==> src/rtl/result_window_acc.sv <==
// Collects a window of 1..2^WIN_W samples and reports their sum and maximum; out_valid rises the edge after the last accept.
// Backpressure: while a result waits in DONE, in_ready is low and out_valid holds until out_ready.
module result_window_acc #(
    parameter int WIN_W = 3
) (
    input  logic                  clk_n,
    input  logic                  reset_n,
    input  logic [14:0]           count_in,
    input  logic                  in_valid,
    output logic                  in_ready,
    input  logic [WIN_W-1:0]      win_len,
    output logic [15+WIN_W-1:0]   sum_out,
    output logic [14:0]           max_out,
    output logic                  out_valid,
    input  logic                  out_ready
);

    localparam int SUM_W = 15 + WIN_W;

    typedef enum logic [1:0] {
        IDLE  = 2'd0,
        ACCUM = 2'd1,
        DONE  = 2'd2
    } state_t;

    state_t               state_q, state_d;
    logic [SUM_W-1:0]     sum_q,   sum_d;
    logic [14:0]          max_q,   max_d;
    logic [WIN_W:0]       cnt_q,   cnt_d;
    logic [WIN_W-1:0]     len_q,   len_d;
    logic                 ovld_q,  ovld_d;
    logic                 rdy_q,   rdy_d;
    logic                 accept;

    // rdy_q resets low and is only raised by a clock edge, so the reset-release edge can never accept.
    assign accept = in_valid && rdy_q;

    always_comb begin
        state_d = state_q;
        sum_d   = sum_q;
        max_d   = max_q;
        cnt_d   = cnt_q;
        len_d   = len_q;
        ovld_d  = ovld_q;
        rdy_d   = rdy_q;

        case (state_q)
            IDLE: begin
                rdy_d = 1'b1;
                if (accept) begin
                    len_d = win_len;
                    sum_d = SUM_W'(count_in);
                    max_d = count_in;
                    cnt_d = (WIN_W+1)'(1);
                    if (win_len == '0) begin
                        state_d = DONE;
                        ovld_d  = 1'b1;
                        rdy_d   = 1'b0;
                    end else begin
                        state_d = ACCUM;
                    end
                end
            end
            ACCUM: begin
                rdy_d = 1'b1;
                if (accept) begin
                    sum_d = sum_q + SUM_W'(count_in);
                    if (count_in > max_q) begin
                        max_d = count_in;
                    end
                    cnt_d = cnt_q + 1'b1;
                    // The incoming sample is number cnt_q+1; it closes the window when that equals len_q+1.
                    if (cnt_q == {1'b0, len_q}) begin
                        state_d = DONE;
                        ovld_d  = 1'b1;
                        rdy_d   = 1'b0;
                    end
                end
            end
            DONE: begin
                rdy_d = 1'b0;
                if (out_ready) begin
                    state_d = IDLE;
                    ovld_d  = 1'b0;
                    rdy_d   = 1'b1;
                end
            end
            default: begin
                state_d = IDLE;
                ovld_d  = 1'b0;
                rdy_d   = 1'b0;
            end
        endcase
    end

    always_ff @(posedge clk_n or posedge reset_n) begin
        if (reset_n) begin
            state_q <= IDLE;
            sum_q   <= '0;
            max_q   <= '0;
            cnt_q   <= '0;
            len_q   <= '0;
            ovld_q  <= 1'b0;
            rdy_q   <= 1'b0;
        end else begin
            state_q <= state_d;
            sum_q   <= sum_d;
            max_q   <= max_d;
            cnt_q   <= cnt_d;
            len_q   <= len_d;
            ovld_q  <= ovld_d;
            rdy_q   <= rdy_d;
        end
    end

    assign in_ready  = rdy_q;
    assign out_valid = ovld_q;
    assign sum_out   = sum_q;
    assign max_out   = max_q;

endmodule

==> config.mk <==
export PLATFORM = sky130hd
export DESIGN_NAME = result_window_acc
export DESIGN_NICKNAME = d
export VERILOG_FILES = /design/src/rtl/result_window_acc.sv
export SDC_FILE = /design/constraint.sdc
export NUM_CORES = 1
export LEC_CHECK = 0
export CAP_MARGIN = 20
export CELL_PAD_IN_SITES_DETAIL_PLACEMENT = 0
export CELL_PAD_IN_SITES_GLOBAL_PLACEMENT = 1
export CORE_UTILIZATION = 35
export DETAILED_ROUTE_END_ITERATION = 10
export MAX_ROUTING_LAYER = met4
export PLACE_DENSITY_LB_ADDON = 0.25
export SKIP_CTS_REPAIR_TIMING = 1
export SYNTH_ARGS = -nofsm -noshare
export SYNTH_HDL_FRONTEND = slang
export SYNTH_SLANG_ARGS = --single-unit
export TNS_END_PERCENT = 10
==> constraint.sdc <==
create_clock -name clk_n -period 2.15 [get_ports clk_n]
set_input_delay 0.43 -clock clk_n [delete_from_list [all_inputs] [get_ports clk_n]]
set_output_delay 0.43 -clock clk_n [all_outputs]
set_load 0.05 [all_outputs]
* After elaboration in Yosys (flattened, before gate mapping)
Index checks and enable logic that the tools add are counted.
Storage, ports and cells: register bits 44, word-level logic and storage cells 56
Operators by class: add/sub/neg operators 2, $lt $le $gt $ge 1, reduce and logical (&&, ||, !) cells 9, mux-type cells 28, equal/unequal tests 9
Operators with widths (number):
- $mux 15 | 3
- $mux 18 | 2
- $pmux 18 s2 | 1
- $pmux 15 s2 | 1
- $add 18x15->18 | 1
- $gt 15x15->1 | 1
- $ne 2x2->1 const B | 6
- $mux 1 | 10
- $mux 2 | 5
- $mux 4 | 2
- $pmux 4 s2 | 1
- $reduce_and 4->1 | 2
- $pmux 1 s3 | 2
- $pmux 2 s3 | 1
- $reduce_and 5->1 | 1
- $add 4x1->4 const B | 1
- $eq 4x3->1 | 1
- $logic_not 3->1 | 1
- $reduce_and 3->1 | 1
- $eq 2x1->1 const B | 1
- $eq 2x2->1 const B | 1
- $logic_not 2->1 | 1
- $reduce_and 2->1 | 1
- $reduce_bool 2->1 | 1
- $logic_and 1x1->1 | 1

* Depth between registers and ports, before layout
Gate-level depths: netlist of the first run.
depth after elaboration 4, depth in mapped cells 9, mapped depth without buffers 8

* Worst setup path after synthesis of the first run
OpenSTA, ideal clock, no wires.
path kind register to register, start point register max_q[1], in the netlist max_out[1], end point register max_q[10], in the netlist max_out[10], path slack -308 ps, arrival 2333 ps, stages on the path, launching flop included 10, cell sequence dfrtp_1 inv_1 ha_1 nor2b_1 o21ai_1 a21oi_1 o31ai_2 a221oi_4 buf_8 mux2_4
Between the ends: cells in the longest elaborated chain, start to end 3
RTL lines:
- start: declaration | line 28 | logic [14:0] max_q, max_d;
- start signal: assignment | line 108 | max_q <= max_d;
- $gt 15x15->1 | line 68 | if (count_in > max_q) begin
- $ne 2x2->1 (no line)
- $reduce_and 4->1 (no line)
No other way between the ends. A chain may end at the register's enable or synchronous reset.

* Worst setup path in the final report of the first run
start point register max_q[14], in the netlist max_out[14], end point register max_q[10], in the netlist max_out[10]
Same word-level chain as after synthesis.

==> results.toml, run 1 <==
[placement]
preCtsSetupSlack_ns = -0.6525
gp_congestion = 0.8445
place_area_sq_mm = 0.004374
hpwl_mm = 6.348
io_buffer_count = 56

[grt]
grt_pass1_vias = 2838
grt_usage = 0.1874
antenna_found_initial = 0
grt_overflow = 0
grt_max_degree = 45
grt_pass1_wl_mm = 13.98

[synth]
ys_async_sr_fraction = 1.000
yosysUniqueCellTypes = 51
yosysMostFrequentCell = "dfrtp_1"
ys.flop_type = "dfrtp_1"
syn_area_per_cell_sq_um = 9.259
syn_inst = 340
ys_seq_elements = 44
synthMuxAreaShare = 0.09857
synth_top_family_by_area = "compound AO/OA/AOI/OAI gates"
synth_compound_gate_area_share = 0.1884
synth_edf_count = 0
synthSimpleGateAreaFrac = 0.1522
synth_fa_ha_area_frac = 0.1296
synth_nets = 394
synth_top_area_frac = 0.3498
synth_xor_area_frac = 0.03617
synth.area.top_cells = "dfrtp_1 35%, ha_1 12%, a21oi_1 5.2%"
synth_seq_area_share = 0.3498
yosys.area.top_type = "dfrtp_1"
netlist_area_sq_mm = 0.003148
synth_top_cells_by_count = "44 x dfrtp_1, 35 x nand2_1, 33 x a21oi_1"
yosysWarnings = 0

[power]
powerDensity_mw_per_mm2 = 1701
finalPower_mw = 8.118
leakage_nw = 2.208
ir_drop_uv = 620.7

[finish]
drive_gt1_frac = 0.3391
multiInputGateArea_sq_mm = 0.002140
area_growth_pct = 51.59
antenna_cells = 0
nets = 519
regArea_sq_mm = 0.001122
fillers = 784
final_area_sq_mm = 0.004772
utilization = 0.5472

[critical_path]
cp.required_ns = 2.34
crit_fanout = 6
critPathArrivalTime_ns = 2.44
cp-end-kind = "flip-flop"
cp-start-kind = "flip-flop"
crit_type = "flip-flop to flip-flop"

[sta]
max_freq_mhz = 444.8
hold_violations = 0
maxSlewHeadroom = 0.6640
fin_crit_ns = 2.248
fin_crit_sh = 1.046
timing.final.ws_setup_ns = -0.09803
slew_violations = 0
fin_skew_ns = 0.01201
rsz0062_at_grt = "true"
worst_pin_slew_ns = 0.5024
holdWs_ns = 0.4584
setup-violations-final = 15

[detailed_routing]
antenna_left = 0
drc_errors = 0
via_per_inst = 5.111
wl_mm = 8.577
first_pass_iters = 4
vias = 2934
drt_first_iter_violations = 127
avgRoutedWirePerCell_um = 14.94

[status]
violations = "negative setup slack"
status = "complete, but fails checks"

[floorplan]
num_rows = 34
core_area_sq_mm = 0.008721
ioPinCount = 57
initial_core_util = 0.3610
dieWidth_um = 96.84
dieArea_sq_mm = 0.009378
die_h_um = 96.84

[clock_network]
cts_buffers = 5
insertion_delay_ns = 0.31
cts_sinks = 44
root_buffer = "clkbuf_8"
clk_pin_slew_ns = 0.08
cts_tree = "yes"
ctsHtreeMaxLevel = 2
clockBufferDepth = 2

[worst_hold_path]
holdCritPathClass = "primary input to asynchronous set/reset pin"

[run]
cap_violations = 0
-- layout by cell type, fill, tap and decap left out, types with 2 or more instances in the layout --
cell and n:
o21ai_1 6, inv_2 8, inv_1 14, o211ai_1 7
buf_6 2, o21ai_0 20, mux2i_1 7, xor2_1 8
dfrtp_2 17, a21o_1 5, a21oi_1 28, clkdlybuf4s50_1 41
nand2b_1 3, nor2_1 22, dlymetal6s2s_1 15, a21oi_2 5
o21bai_1 2, dfrtp_1 27, nand4_1 5, ha_1 19
and3_1 5, nand3_1 7, xnor2_1 5, nor3_1 3
a211oi_1 2, nor4_2 3, ha_2 2, ha_4 10
nor2b_1 3, o22ai_1 3, buf_12 2, nand2_1 35
clkbuf_8 5, mux2_2 6, o22a_1 2, clkbuf_1 2
mux2_4 12, buf_4 70
-- logic make-up after synthesis --
logic type | count (synthesis)
multiplexers | 25
AND/OR/NAND/NOR | 97
AO/OA/AOI/OAI | 94
flip-flops | 44
buffers and inverters | 35
XOR/XNOR | 13
adder cells (fa/ha/maj) | 32
-- where the power goes --
part	internal (mW)	total [mW]	leakage (nW)	switching (mW)
Sequential	1.28	1.66	0.504	0.380
Clock	0.229	0.525	0.0422	0.296
Combinational	2.70	5.93	1.66	3.23
-- registers in the layout, indices dropped and copies added (netlist names) --
signal / count
out_valid: 1
len_q: 3
in_ready: 1
max_out: 15
state_q: 2
sum_out: 18
cnt_q: 4
-- worst paths after layout --
check	from	endpoint	slack [ns]	cells after the start
worst max-delay path	max_out[14]$_DFFE_PP0P_	max_out[10]$_DFFE_PP0P_	-0.1	9
worst min-delay path	reset_n	in_ready$_DFF_PP0_	0.46	3
worst max register to register	max_out[14]$_DFFE_PP0P_	max_out[10]$_DFFE_PP0P_	-0.1	9
worst min register to register	len_q[2]$_DFFE_PP0P_	len_q[2]$_DFFE_PP0P_	0.54	1
max in group asynchronous	reset_n	max_out[8]$_DFFE_PP0P_	1.44	3
min in group clk_n	count_in[0]	max_out[0]$_DFFE_PP0P_	0.52	3
-- worst max-delay path: stages (launching register included) --
cell	delay [ns]
dfrtp_2	0.37
inv_2	0.05
ha_4	0.27
nand4_4	0.12
buf_6	0.14
nor2_4	0.13
o31ai_4	0.09
a221oi_4	0.44
clkbuf_16	0.24
mux2_4	0.29
-- per-stage QoR --
step	setup TNS (ns)	std cells
after detailed placement	-16.09	560
after floorplan	-1.701	340
after global placement	-15.75	560
after CTS	-6.884	568
after global routing	-2.505	574
final	-1.053	574
-- layout make-up --
cell class / instances / area share
Multi-Input combinational cell: 261 / 0.4483
Timing Repair Buffer: 131 / 0.2538
Clock buffer: 7 / 0.01599
Inverter: 22 / 0.01730
Sequential cell: 44 / 0.2352
Tap cell: 108 / 0.02832
Clock inverter: 1 / 0.001049
-- metal layers --
metal,global-route usage,vias up,part of all wire
met2,0.2958,52,0.47
met3,0.02890,11,0.026
met1,0.2523,1399,0.49
met4,0.04592,0,0.014
li1,-,1472,-
met5,-,-,0
No activity file was read; power rests on OpenSTA's default activity.
==> inputs of run 2 (changes only) <==
Settings changed: CORE_ASPECT_RATIO set to 0.75, CORE_UTILIZATION 35 to 36, TNS_END_PERCENT 10 to 50.
==> run 2 against run 1 <==
  * The flow still finishes with violations (negative setup slack)
  * Cell area grew 1.2%
  * Non-clock buffer count grew 3
  * Highest routed layer unchanged
  * Critical endpoint is now max_out[5]$_DFFE_PP0P_
  * Utilization grew 2.4 points
  * Largest power group unchanged
  * Routed wire length grew 4.4%
  * Critical path type unchanged
  * Global-route usage grew 1.4 points
==> results.toml, run 2 (synthesized netlist as in run 1, its figures left out) <==
[clock_network]
root_buffer = "clkbuf_16"
insertion_delay_ns = 0.28
cts_sinks = 44
clockBufferDepth = 2
cts_buffers = 5
ctsHtreeMaxLevel = 2
clk_pin_slew_ns = 0.06
cts_tree = "yes"

[power]
p_sw_mw = 3.957
swShare = 0.4725
p_int_mw = 4.418
comb_power_share = 0.714
leakage_nw = 2.254
finalPower_mw = 8.374
pwr-share-clk = 0.086
powerDensity_mw_per_mm2 = 1734
ir_drop_uv = 993.4
sequentialPowerShare = 0.200

[finish]
layout_common_cells = "76 x buf_4, 40 x clkdlybuf4s50_1, 35 x nand2_1, 29 x dfrtp_1, 28 x a21oi_1"
multiInputGateArea_sq_mm = 0.002151
area_growth_pct = 53.38
fillers = 756
fin_cells = 576
drive_gt1_frac = 0.3333
regArea_sq_mm = 0.001120
largest_reg_flops = 18
final_common_cell = "buf_4"
antenna_cells = 0
nets = 522

[status]
violations = "negative setup slack"
status = "complete, but fails checks"

[floorplan]
die_h_um = 82.99
core_area_sq_mm = 0.008454
ioPinCount = 57
initial_core_util = 0.3724
dieArea_sq_mm = 0.009127
dieWidth_um = 110.0
num_rows = 29

[sta]
fin_crit_sh = 1.050
setup-violations-final = 16
fin_skew_ns = 0.004739
maxSlewHeadroom = 0.6386
holdWs_ns = 0.4698
fin_crit_ns = 2.258
worst_pin_slew_ns = 0.5404
rsz0062_at_grt = "true"
hold_violations = 0
max_freq_mhz = 442.9
slew_violations = 0
timing.final.ws_setup_ns = -0.1078

[grt]
grt_overflow = 0
grt_max_degree = 21
grt_pass1_vias = 2846
grt_usage = 0.2015
grt_pass1_wl_mm = 14.04
antenna_found_initial = 0

[detailed_routing]
first_pass_iters = 4
vias = 2981
drc_errors = 0
avgRoutedWirePerCell_um = 15.55
via_per_inst = 5.175
antenna_left = 0
drt_first_iter_violations = 109
wl_mm = 8.955

[run]
cap_violations = 0

[placement]
dp.cells = 562
gp_congestion = 0.8880
io_buffer_count = 56
hpwl_mm = 6.557

[critical_path]
crit_chain = "inv_2 -> ha_4 -> nand4_4 -> buf_6 -> nor2_4 -> o31ai_4 -> a221oi_4 -> clkbuf_16 -> mux2_4"
crit_type = "flip-flop to flip-flop"
max_stage_delay_ns = 0.43
crit_fanout = 6
cp.required_ns = 2.32
reg2regPathDepth = 9
critPathArrivalTime_ns = 2.42
slowest_stage = "a221oi_4"
cp-start-kind = "flip-flop"
cp-end-kind = "flip-flop"

[worst_hold_path]
holdCritPathClass = "primary input to asynchronous set/reset pin"
-- run 2: cell count changes in the layout (fill, tap and decap cells not counted), moves of 2 or more --
cell | previous run | this run
inv_2 | 8 | 5
ha_1 | 19 | 21
mux2_4 | 12 | 14
clkbuf_8 | 5 | 0
inv_1 | 14 | 17
buf_4 | 70 | 76
dfrtp_1 | 27 | 29
mux2_2 | 6 | 4
clkbuf_16 | 1 | 6
dfrtp_2 | 17 | 15
-- run 2: worst max-delay path: cells and delay by family, from the launching register on --
family / cells / cell delay (ns)
AO/OA/AOI/OAI: 2 / 0.53
adder cells (fa/ha/maj): 1 / 0.27
buffers and inverters: 3 / 0.42
flip-flops: 1 / 0.37
multiplexers: 1 / 0.30
AND/OR/NAND/NOR: 2 / 0.24
-- run 2: final timing paths --
path                                           end  slack (ns)                    start
setup / recovery            max_out[5]$_DFFE_PP0P_       -0.11  max_out[13]$_DFFE_PP0P_
hold / removal              state_q[1]$_DFFE_PP0P_        0.47                  reset_n
setup reg to reg            max_out[5]$_DFFE_PP0P_       -0.11  max_out[13]$_DFFE_PP0P_
hold reg to reg            sum_out[11]$_DFFE_PP0P_        0.53  sum_out[11]$_DFFE_PP0P_
max in group asynchronous  max_out[11]$_DFFE_PP0P_        1.07                  reset_n
min in group clk_n         sum_out[11]$_DFFE_PP0P_        0.53  sum_out[11]$_DFFE_PP0P_
-- run 2: final cells by class --
| cell class | count | area share |
|---|---|---|
| timing repair buffer | 134 | 0.2501 |
| inverter | 22 | 0.01710 |
| sequential | 44 | 0.2319 |
| multi-input combinational | 261 | 0.4455 |
| tap | 108 | 0.02799 |
| clock buffer | 7 | 0.02747 |
-- run 2: power groups by stage --
stage | clock network, mW | registers [mW] | logic (mW)
after global placement | 0 | 1.66 | 5.40
final | 0.722 | 1.67 | 5.98
after floorplan | 0 | 2.74 | 2.40
after CTS | 0.751 | 1.66 | 5.50
after global routing | 0.778 | 1.73 | 6.48
after detailed placement | 0 | 1.67 | 5.47
-- run 2: per-stage QoR --
stage	setup WS [ns]	TNS [ns]	utilization	instance area, sq um
final	-0.1078	-1.226	0.5711	4828
after global routing	-0.1873	-2.849	0.5711	4828
after CTS	-0.3220	-6.926	0.5340	4514
after detailed placement	-0.6135	-15.27	0.5183	4382
after global placement	-0.5846	-14.51	0.5183	4382
after floorplan	-0.1374	-1.644	-	3203
-- run 2: metal layers --
| metal | part of all wire | vias up | global-route usage |
|---|---|---|---|
| met4 | 0.0089 | 0 | 0.03152 |
| met5 | 0 | - | - |
| li1 | - | 1479 | - |
| met1 | 0.51 | 1445 | 0.2930 |
| met2 | 0.44 | 51 | 0.2915 |
| met3 | 0.035 | 6 | 0.04160 |
